===== config.mk =====
export PLATFORM = sky130hd
export DESIGN_NAME = hazard_ctrl_flat
export DESIGN_NICKNAME = d
export VERILOG_FILES = /design/src/rtl/hazard_ctrl_if.sv /design/src/rtl/hazard_ctrl.sv /design/src/flat_wrapper.sv
export SDC_FILE = /design/constraint.sdc
export NUM_CORES = 1
export LEC_CHECK = 0
export BUFFER_PORTS_ARGS = -buffer_cell sky130_fd_sc_hd__buf_2
export CAP_MARGIN = 40
export CORE_ASPECT_RATIO = 1.5
export CORE_UTILIZATION = 40
export DETAILED_ROUTE_END_ITERATION = 12
export SYNTH_ARGS = -nofsm -noshare
export SYNTH_HDL_FRONTEND = slang
export SYNTH_SLANG_ARGS = --single-unit

===== constraint.sdc =====
create_clock -name i_clk -period 6.5 [get_ports i_clk]
set_clock_uncertainty 0.2 [all_clocks]
set_input_delay 0.325 -clock i_clk [delete_from_list [all_inputs] [get_ports i_clk]]
set_output_delay 0.325 -clock i_clk [all_outputs]
set_load 0.01 [all_outputs]

===== src/rtl/hazard_ctrl_if.sv =====
// hazard_ctrl_if: decode-stage hazard fields toward the controller,
// stall/flush/forward controls and perf counters back to the core.
interface hazard_ctrl_if #(
   parameter int CNT_W = 32
);
   logic             id_valid;
   logic [4:0]       id_rs1_addr;
   logic [4:0]       id_rs2_addr;
   logic             id_rs1_used;
   logic             id_rs2_used;
   logic [4:0]       id_rd_addr;
   logic             id_rd_wren;
   logic             id_is_load;
   logic             ex_redirect;
   logic             lsu_busy;
   logic             stall_pc;
   logic             stall_id;
   logic             flush_id;
   logic             flush_ex;
   logic [1:0]       fwd_a_sel;
   logic [1:0]       fwd_b_sel;
   logic [CNT_W-1:0] stall_cnt;
   logic [CNT_W-1:0] flush_cnt;

   modport master (
      output id_valid, id_rs1_addr, id_rs2_addr,
      output id_rs1_used, id_rs2_used,
      output id_rd_addr, id_rd_wren, id_is_load,
      output ex_redirect, lsu_busy,
      input  stall_pc, stall_id, flush_id, flush_ex,
      input  fwd_a_sel, fwd_b_sel,
      input  stall_cnt, flush_cnt
   );

   modport slave (
      input  id_valid, id_rs1_addr, id_rs2_addr,
      input  id_rs1_used, id_rs2_used,
      input  id_rd_addr, id_rd_wren, id_is_load,
      input  ex_redirect, lsu_busy,
      output stall_pc, stall_id, flush_id, flush_ex,
      output fwd_a_sel, fwd_b_sel,
      output stall_cnt, flush_cnt
   );
endinterface


===== src/rtl/hazard_ctrl.sv =====
// hazard_ctrl: stall/flush/forward control for the 5-stage RV32I pipe,
// tracking EX/MEM/WB producers in a private shadow pipeline.
module hazard_ctrl #(
   parameter bit FWD_EN = 1'b1,
   parameter bit RF_WT  = 1'b1,
   parameter int CNT_W  = 32
) (
   input logic          i_clk,
   input logic          i_rst,
   hazard_ctrl_if.slave hz
);

   typedef struct packed {
      logic       valid;
      logic [4:0] rd;
      logic       wren;
      logic       is_load;
      logic [4:0] rs1;
      logic [4:0] rs2;
      logic       rs1_used;
      logic       rs2_used;
   } ex_t;

   typedef struct packed {
      logic       valid;
      logic [4:0] rd;
      logic       wren;
      logic       is_load;
   } mem_t;

   typedef struct packed {
      logic       valid;
      logic [4:0] rd;
      logic       wren;
   } wb_t;

   typedef enum logic [1:0] {
      M_ADV,
      M_STALL,
      M_REDIR,
      M_FREEZE
   } mode_e;

   ex_t              ex_q;
   ex_t              ex_d;
   mem_t             mem_q;
   wb_t              wb_q;
   logic             ex_live;
   logic             mem_live;
   logic             wb_live;
   logic             rd_ex;
   logic             rd_mem;
   logic             rd_wb;
   logic             load_use;
   logic             raw_stall;
   mode_e            mode;
   logic             stall_pc;
   logic             stall_id;
   logic             flush_id;
   logic             flush_ex;
   logic [1:0]       fwd_a;
   logic [1:0]       fwd_b;
   logic [CNT_W-1:0] stall_cnt_q;
   logic [CNT_W-1:0] flush_cnt_q;

   function automatic logic reads(
      input logic       v,
      input logic       u1,
      input logic [4:0] a1,
      input logic       u2,
      input logic [4:0] a2,
      input logic [4:0] r
   );
      return v & ((u1 & (a1 == r)) | (u2 & (a2 == r)));
   endfunction

   function automatic logic [1:0] fwd_sel(
      input logic       used,
      input logic [4:0] rs,
      input mem_t       m,
      input logic       m_live,
      input wb_t        w,
      input logic       w_live
   );
      logic [1:0] s;
      s = 2'd0;
      if (FWD_EN && used) begin
         if (m_live && !m.is_load && (m.rd == rs))
            s = 2'd1;
         else if (w_live && (w.rd == rs))
            s = 2'd2;
      end
      return s;
   endfunction

   assign ex_live  = ex_q.valid & ex_q.wren
                   & (ex_q.rd != 5'd0);
   assign mem_live = mem_q.valid & mem_q.wren
                   & (mem_q.rd != 5'd0);
   assign wb_live  = wb_q.valid & wb_q.wren
                   & (wb_q.rd != 5'd0);

   assign rd_ex  = reads(hz.id_valid,
                         hz.id_rs1_used, hz.id_rs1_addr,
                         hz.id_rs2_used, hz.id_rs2_addr,
                         ex_q.rd);
   assign rd_mem = reads(hz.id_valid,
                         hz.id_rs1_used, hz.id_rs1_addr,
                         hz.id_rs2_used, hz.id_rs2_addr,
                         mem_q.rd);
   assign rd_wb  = reads(hz.id_valid,
                         hz.id_rs1_used, hz.id_rs1_addr,
                         hz.id_rs2_used, hz.id_rs2_addr,
                         wb_q.rd);

   assign load_use  = ex_live & ex_q.is_load & rd_ex;
   assign raw_stall = !FWD_EN
                    & ((ex_live & rd_ex)
                     | (mem_live & rd_mem)
                     | (!RF_WT & wb_live & rd_wb));

   // pick the pipeline action for this cycle, highest priority first
   always_comb begin
      mode = M_ADV;
      if (hz.lsu_busy)
         mode = M_FREEZE;
      else if (hz.ex_redirect)
         mode = M_REDIR;
      else if (load_use | raw_stall)
         mode = M_STALL;
   end

   // decode the action into stall/flush strobes and operand selects
   always_comb begin
      stall_pc = 1'b0;
      stall_id = 1'b0;
      flush_id = 1'b0;
      flush_ex = 1'b0;
      fwd_a    = fwd_sel(ex_q.rs1_used, ex_q.rs1,
                         mem_q, mem_live, wb_q, wb_live);
      fwd_b    = fwd_sel(ex_q.rs2_used, ex_q.rs2,
                         mem_q, mem_live, wb_q, wb_live);
      unique case (mode)
         M_FREEZE: begin
            stall_pc = 1'b1;
            stall_id = 1'b1;
         end
         M_REDIR: begin
            flush_id = 1'b1;
            flush_ex = 1'b1;
         end
         M_STALL: begin
            stall_pc = 1'b1;
            stall_id = 1'b1;
            flush_ex = 1'b1;
         end
         default: ;
      endcase
   end

   // ID fields as they would enter EX; a non-instruction is a bubble
   always_comb begin
      ex_d = '0;
      if (hz.id_valid) begin
         ex_d.valid    = 1'b1;
         ex_d.rd       = hz.id_rd_addr;
         ex_d.wren     = hz.id_rd_wren;
         ex_d.is_load  = hz.id_is_load;
         ex_d.rs1      = hz.id_rs1_addr;
         ex_d.rs2      = hz.id_rs2_addr;
         ex_d.rs1_used = hz.id_rs1_used;
         ex_d.rs2_used = hz.id_rs2_used;
      end
   end

   // shadow pipeline: hold on freeze, else shift with ID or a bubble
   always_ff @(posedge i_clk) begin
      if (i_rst) begin
         ex_q  <= '0;
         mem_q <= '0;
         wb_q  <= '0;
      end else if (mode != M_FREEZE) begin
         wb_q.valid    <= mem_q.valid;
         wb_q.rd       <= mem_q.rd;
         wb_q.wren     <= mem_q.wren;
         mem_q.valid   <= ex_q.valid;
         mem_q.rd      <= ex_q.rd;
         mem_q.wren    <= ex_q.wren;
         mem_q.is_load <= ex_q.is_load;
         ex_q          <= (mode == M_ADV) ? ex_d : '0;
      end
   end

   // saturating perf counters for stall and redirect cycles
   always_ff @(posedge i_clk) begin
      if (i_rst) begin
         stall_cnt_q <= '0;
         flush_cnt_q <= '0;
      end else begin
         if (stall_pc && (stall_cnt_q != '1))
            stall_cnt_q <= stall_cnt_q + CNT_W'(1);
         if ((mode == M_REDIR) && (flush_cnt_q != '1))
            flush_cnt_q <= flush_cnt_q + CNT_W'(1);
      end
   end

   assign hz.stall_pc  = stall_pc;
   assign hz.stall_id  = stall_id;
   assign hz.flush_id  = flush_id;
   assign hz.flush_ex  = flush_ex;
   assign hz.fwd_a_sel = fwd_a;
   assign hz.fwd_b_sel = fwd_b;
   assign hz.stall_cnt = stall_cnt_q;
   assign hz.flush_cnt = flush_cnt_q;

endmodule


===== src/flat_wrapper.sv =====
// flat-port wrapper written by rule: the top's interface ports become plain ports
module hazard_ctrl_flat 
#(
   parameter bit FWD_EN = 1'b1,
   parameter bit RF_WT  = 1'b1,
   parameter int CNT_W  = 32
)
  (i_clk, i_rst, hz_id_valid, hz_id_rs1_addr, hz_id_rs2_addr, hz_id_rs1_used, hz_id_rs2_used, hz_id_rd_addr, hz_id_rd_wren, hz_id_is_load, hz_ex_redirect, hz_lsu_busy, hz_stall_pc, hz_stall_id, hz_flush_id, hz_flush_ex, hz_fwd_a_sel, hz_fwd_b_sel, hz_stall_cnt, hz_flush_cnt);
  hazard_ctrl_if #(.CNT_W(CNT_W)) hz_i ();
  input logic i_clk;
  input logic i_rst;
  input wire logic [$bits(hz_i.id_valid)-1:0] hz_id_valid;
  input wire logic [$bits(hz_i.id_rs1_addr)-1:0] hz_id_rs1_addr;
  input wire logic [$bits(hz_i.id_rs2_addr)-1:0] hz_id_rs2_addr;
  input wire logic [$bits(hz_i.id_rs1_used)-1:0] hz_id_rs1_used;
  input wire logic [$bits(hz_i.id_rs2_used)-1:0] hz_id_rs2_used;
  input wire logic [$bits(hz_i.id_rd_addr)-1:0] hz_id_rd_addr;
  input wire logic [$bits(hz_i.id_rd_wren)-1:0] hz_id_rd_wren;
  input wire logic [$bits(hz_i.id_is_load)-1:0] hz_id_is_load;
  input wire logic [$bits(hz_i.ex_redirect)-1:0] hz_ex_redirect;
  input wire logic [$bits(hz_i.lsu_busy)-1:0] hz_lsu_busy;
  output wire logic [$bits(hz_i.stall_pc)-1:0] hz_stall_pc;
  output wire logic [$bits(hz_i.stall_id)-1:0] hz_stall_id;
  output wire logic [$bits(hz_i.flush_id)-1:0] hz_flush_id;
  output wire logic [$bits(hz_i.flush_ex)-1:0] hz_flush_ex;
  output wire logic [$bits(hz_i.fwd_a_sel)-1:0] hz_fwd_a_sel;
  output wire logic [$bits(hz_i.fwd_b_sel)-1:0] hz_fwd_b_sel;
  output wire logic [$bits(hz_i.stall_cnt)-1:0] hz_stall_cnt;
  output wire logic [$bits(hz_i.flush_cnt)-1:0] hz_flush_cnt;
  assign hz_i.id_valid = hz_id_valid;
  assign hz_i.id_rs1_addr = hz_id_rs1_addr;
  assign hz_i.id_rs2_addr = hz_id_rs2_addr;
  assign hz_i.id_rs1_used = hz_id_rs1_used;
  assign hz_i.id_rs2_used = hz_id_rs2_used;
  assign hz_i.id_rd_addr = hz_id_rd_addr;
  assign hz_i.id_rd_wren = hz_id_rd_wren;
  assign hz_i.id_is_load = hz_id_is_load;
  assign hz_i.ex_redirect = hz_ex_redirect;
  assign hz_i.lsu_busy = hz_lsu_busy;
  assign hz_stall_pc = hz_i.stall_pc;
  assign hz_stall_id = hz_i.stall_id;
  assign hz_flush_id = hz_i.flush_id;
  assign hz_flush_ex = hz_i.flush_ex;
  assign hz_fwd_a_sel = hz_i.fwd_a_sel;
  assign hz_fwd_b_sel = hz_i.fwd_b_sel;
  assign hz_stall_cnt = hz_i.stall_cnt;
  assign hz_flush_cnt = hz_i.flush_cnt;
  hazard_ctrl #(.FWD_EN(FWD_EN), .RF_WT(RF_WT), .CNT_W(CNT_W)) u_core (.i_clk(i_clk), .i_rst(i_rst), .hz(hz_i));
endmodule

==> results.sh <==
export IMPL_synth_area_per_cell_um2=8.73
export IMPL_grt_first_pass_wirelength_mm=19.7
export IMPL_fillers=1194
export IMPL_antenna_found_initial=0
export IMPL_multiInputGateArea_um2=2750
export IMPL_use_met1_pct=23.8
export IMPL_cts_sinks=99
export IMPL_die_y_um=137
export IMPL_finalSetupViolCount=0
export IMPL_critPathLaunchType="flop"
export IMPL_ios=96
export IMPL_period_needed_ps=2810
export IMPL_p_int_mw=0.938
export IMPL_register_area_um2=1980
export IMPL_track_usage_pct=19.9
export IMPL_cts_resized=0
export IMPL_first_pass_iters=6
export IMPL_setup_tns_ps=0
export IMPL_arrival_ps=2890
export IMPL_finalMaxSlewViolations=0
export IMPL_postLayoutCoreUtil_pct=48.3
export IMPL_fin_cells=799
export IMPL_layout_drive_gt1_share_pct=20.0
export IMPL_clk_latency_ps=350
export IMPL_synthToLayoutAreaGrowth_pct=18.4
export IMPL_route_vias_total=4305
export IMPL_powerDensity_nw_per_um2=213
export IMPL_p_comb_share_pct=5.1
export IMPL_hold_path_class="input port to flop"
export IMPL_netSwitchingFraction_pct=23.7
export IMPL_htree_levels=3
export IMPL_synth_area_leaders="dfxtp_1, xor2_1, nor2_1"
export IMPL_worstPathMaxFanout=36
export IMPL_busiest_layer="met2"
export IMPL_first_iter_violations=185
export IMPL_synth_top_area_share_pct=40.7
export IMPL_grt_overflow=0
export IMPL_cts_buffers_inserted=9
export IMPL_wl_per_cell_um=15.3
export IMPL_wl_mm=12.3
export IMPL_seq_area_frac_synth_pct=40.7
export IMPL_hpwl_mm=9.02
export IMPL_ff2ff_setup_slack_ps=3690
export IMPL_setup_worst_path_start="u_core.ex_q[14]$_SDFFE_PP0P_"
export IMPL_max_cap_viol_count=0
export IMPL_worstRegToRegCells=10
export IMPL_start_util_pct=40.8
export IMPL_use_met2_pct=34.8
export IMPL_ys_seq_elements=99
export IMPL_yosys_area_top_type="dfxtp_1"
export IMPL_grt_start_max_net_pins=60
export IMPL_criticalPathCategory="flop to flop"
export IMPL_dp_cells=782
export IMPL_status="finished, final reports clean"
export IMPL_syn_inst=558
export IMPL_ant_nets=0
export IMPL_finalHoldViolations=0
export IMPL_place_ws_ps=3660
export IMPL_path_clk_slew_ps=70
export IMPL_ir_worst_vdd_v=0.000116
export IMPL_period_share_pct=43.2
export IMPL_async_reset_ff_share_pct=0
export IMPL_grt_pass1_vias=3964
export IMPL_grt_util_met3_pct=3.59
export IMPL_p_seq_share_pct=49.9
export IMPL_p_leak_nw=2.39
export IMPL_synth_flop_cell="dfxtp_1"
export IMPL_relSlewSlack_pct=59.1
export IMPL_fmax_mhz=356
export IMPL_p_sw_mw=0.291
export IMPL_timing_hold_ws_ps=27.7
export IMPL_die_x_um=92.1
export IMPL_nNetsFinal=669
export IMPL_cts_buffer_depth=2
export IMPL_drcViolationCount=0
export IMPL_core_um2=12000
export IMPL_hold_buffers=1
export IMPL_synth_cell_types=54
export IMPL_cts_setup_buffers=0
export IMPL_critPathCapture="u_core.ex_q[14]$_SDFFE_PP0P_"
export IMPL_worst_endpoint_required_ps=6580
export IMPL_worstMarginPinSlew_ps=608
export IMPL_reg2reg_from="u_core.ex_q[14]$_SDFFE_PP0P_"
export IMPL_cts_tree="built"
export IMPL_synth_edff_count=0
export IMPL_die_area_um2=12600
export IMPL_end_kind="flop"
export IMPL_io_buffer_count=95
export IMPL_clockPowerShare_pct=45.0
export IMPL_syn_area_um2=4870
export IMPL_rows=49
export IMPL_insertedDiodeCount=0
export IMPL_clockRootBuffer="clkbuf_16"
export IMPL_yosys_warnings=0
export IMPL_viasPerCell=5.39
export IMPL_worst_slack_ps=3690
export IMPL_syn_nets=586
export IMPL_r2r_end="u_core.ex_q[14]$_SDFFE_PP0P_"
export IMPL_place_gp_congestion=0.793
export IMPL_rsz0062_at_grt="no"
==> cell type report <==
type                       instances  area share, %
clock buffer                       9           3.90
clock inverter                     7           1.43
inverter                           5          0.325
multi-input combinational        427           47.6
sequential                        99           34.3
tap                              153           3.32
timing repair buffer              99           9.06
==> synthesized netlist by cell type (3+ instances only) <==
library cell / n
and4_1: 14
nor3_1: 5
nand3_1: 35
a21oi_1: 21
nor2_1: 88
and2_1: 10
or4_1: 12
nand2b_1: 3
buf_4: 3
nand4_1: 22
o21ai_0: 8
mux2i_1: 15
o31ai_1: 8
inv_1: 5
or3_1: 7
clkbuf_1: 20
xor2_1: 40
nor2b_1: 5
nor4_1: 5
and3_1: 14
a22oi_1: 19
xnor2_1: 28
nand2_1: 33
ha_1: 4
dfxtp_1: 99
==> flip-flops by register name, summed over array words and instances (netlist names) <==
signal               count
u_core.hz.flush_cnt     32
u_core.ex_q             20
u_core.hz.stall_cnt     32
u_core.wb_q              7
u_core.mem_q             8
==> critical path: stages (launching register included) <==
cell      delay [ps]
dfxtp_1          370
nor4_2           420
a211oi_4         130
nand2_1          100
nand2_1           70
ha_1             190
buf_4            270
nor2_1           500
buf_4            290
a22oi_1           90
nor2_1           120
==> through the flow <==
step | power [mW] | area, um2
finish | 1.23 | 5770
global route | 1.28 | 5770
CTS | 1.25 | 5770
detailed placement | 0.690 | 5450
global placement | 0.688 | 5430
floorplan | 0.668 | 4870
==> kinds of logic (layout without fill, tap and decap cells) <==
kind of cell / after synthesis / count (layout) / synth area share, %
muxes: 18 / 18 / 3.77
buffers and inverters: 32 / 120 / 2.93
adders and majority gates: 4 / 4 / 1.03
and+or+nand+nor: 266 / 266 / 29.0
xor gates and xnor gates: 68 / 68 / 12.2
AOI/OAI and AO/OA: 71 / 71 / 10.3
DFF: 99 / 99 / 40.7
==> power by group through the flow <==
stage,combinational (mW),clock [mW],sequential (mW)
floorplan,0.0404,0,0.627
global placement,0.0610,0,0.627
detailed placement,0.0630,0,0.627
CTS,0.0638,0.572,0.613
global route,0.0691,0.594,0.614
finish,0.0629,0.554,0.613
==> cell usage in the layout, fill, tap and decap left out, drive strengths merged, types with 9 or more instances in the layout <==
cell     n
a21oi   21
a22oi   19
and2    10
and3    14
and4    14
buf     98
clkbuf   9
dfxtp   99
inv     10
mux2i   15
nand2   34
nand3   35
nand4   23
nor2    88
o21ai    9
or4     12
xnor2   28
xor2    40
==> routing by layer <==
layer	routed length, um	part of all wire (%)
met1	5220	43
met2	6330	52
met3	476	3.9
met4	230	1.9
met5	0	0
==> worst min path at each step <==
stage / from / endpoint / depth (start not counted)
floorplan: u_core.wb_q[0]$_SDFFE_PP0P_ / u_core.wb_q[0]$_SDFFE_PP0P_ / 2
global placement: u_core.hz.stall_cnt[27]$_SDFFE_PP0P_ / u_core.hz.stall_cnt[27]$_SDFFE_PP0P_ / 2
detailed placement: u_core.hz.stall_cnt[19]$_SDFFE_PP0P_ / u_core.hz.stall_cnt[19]$_SDFFE_PP0P_ / 2
CTS: hz_id_is_load / u_core.ex_q[12]$_SDFFE_PP0P_ / 3
global route: hz_id_is_load / u_core.ex_q[12]$_SDFFE_PP0P_ / 3
finish: hz_id_is_load / u_core.ex_q[12]$_SDFFE_PP0P_ / 3
(Power assumes the default switching activity.)
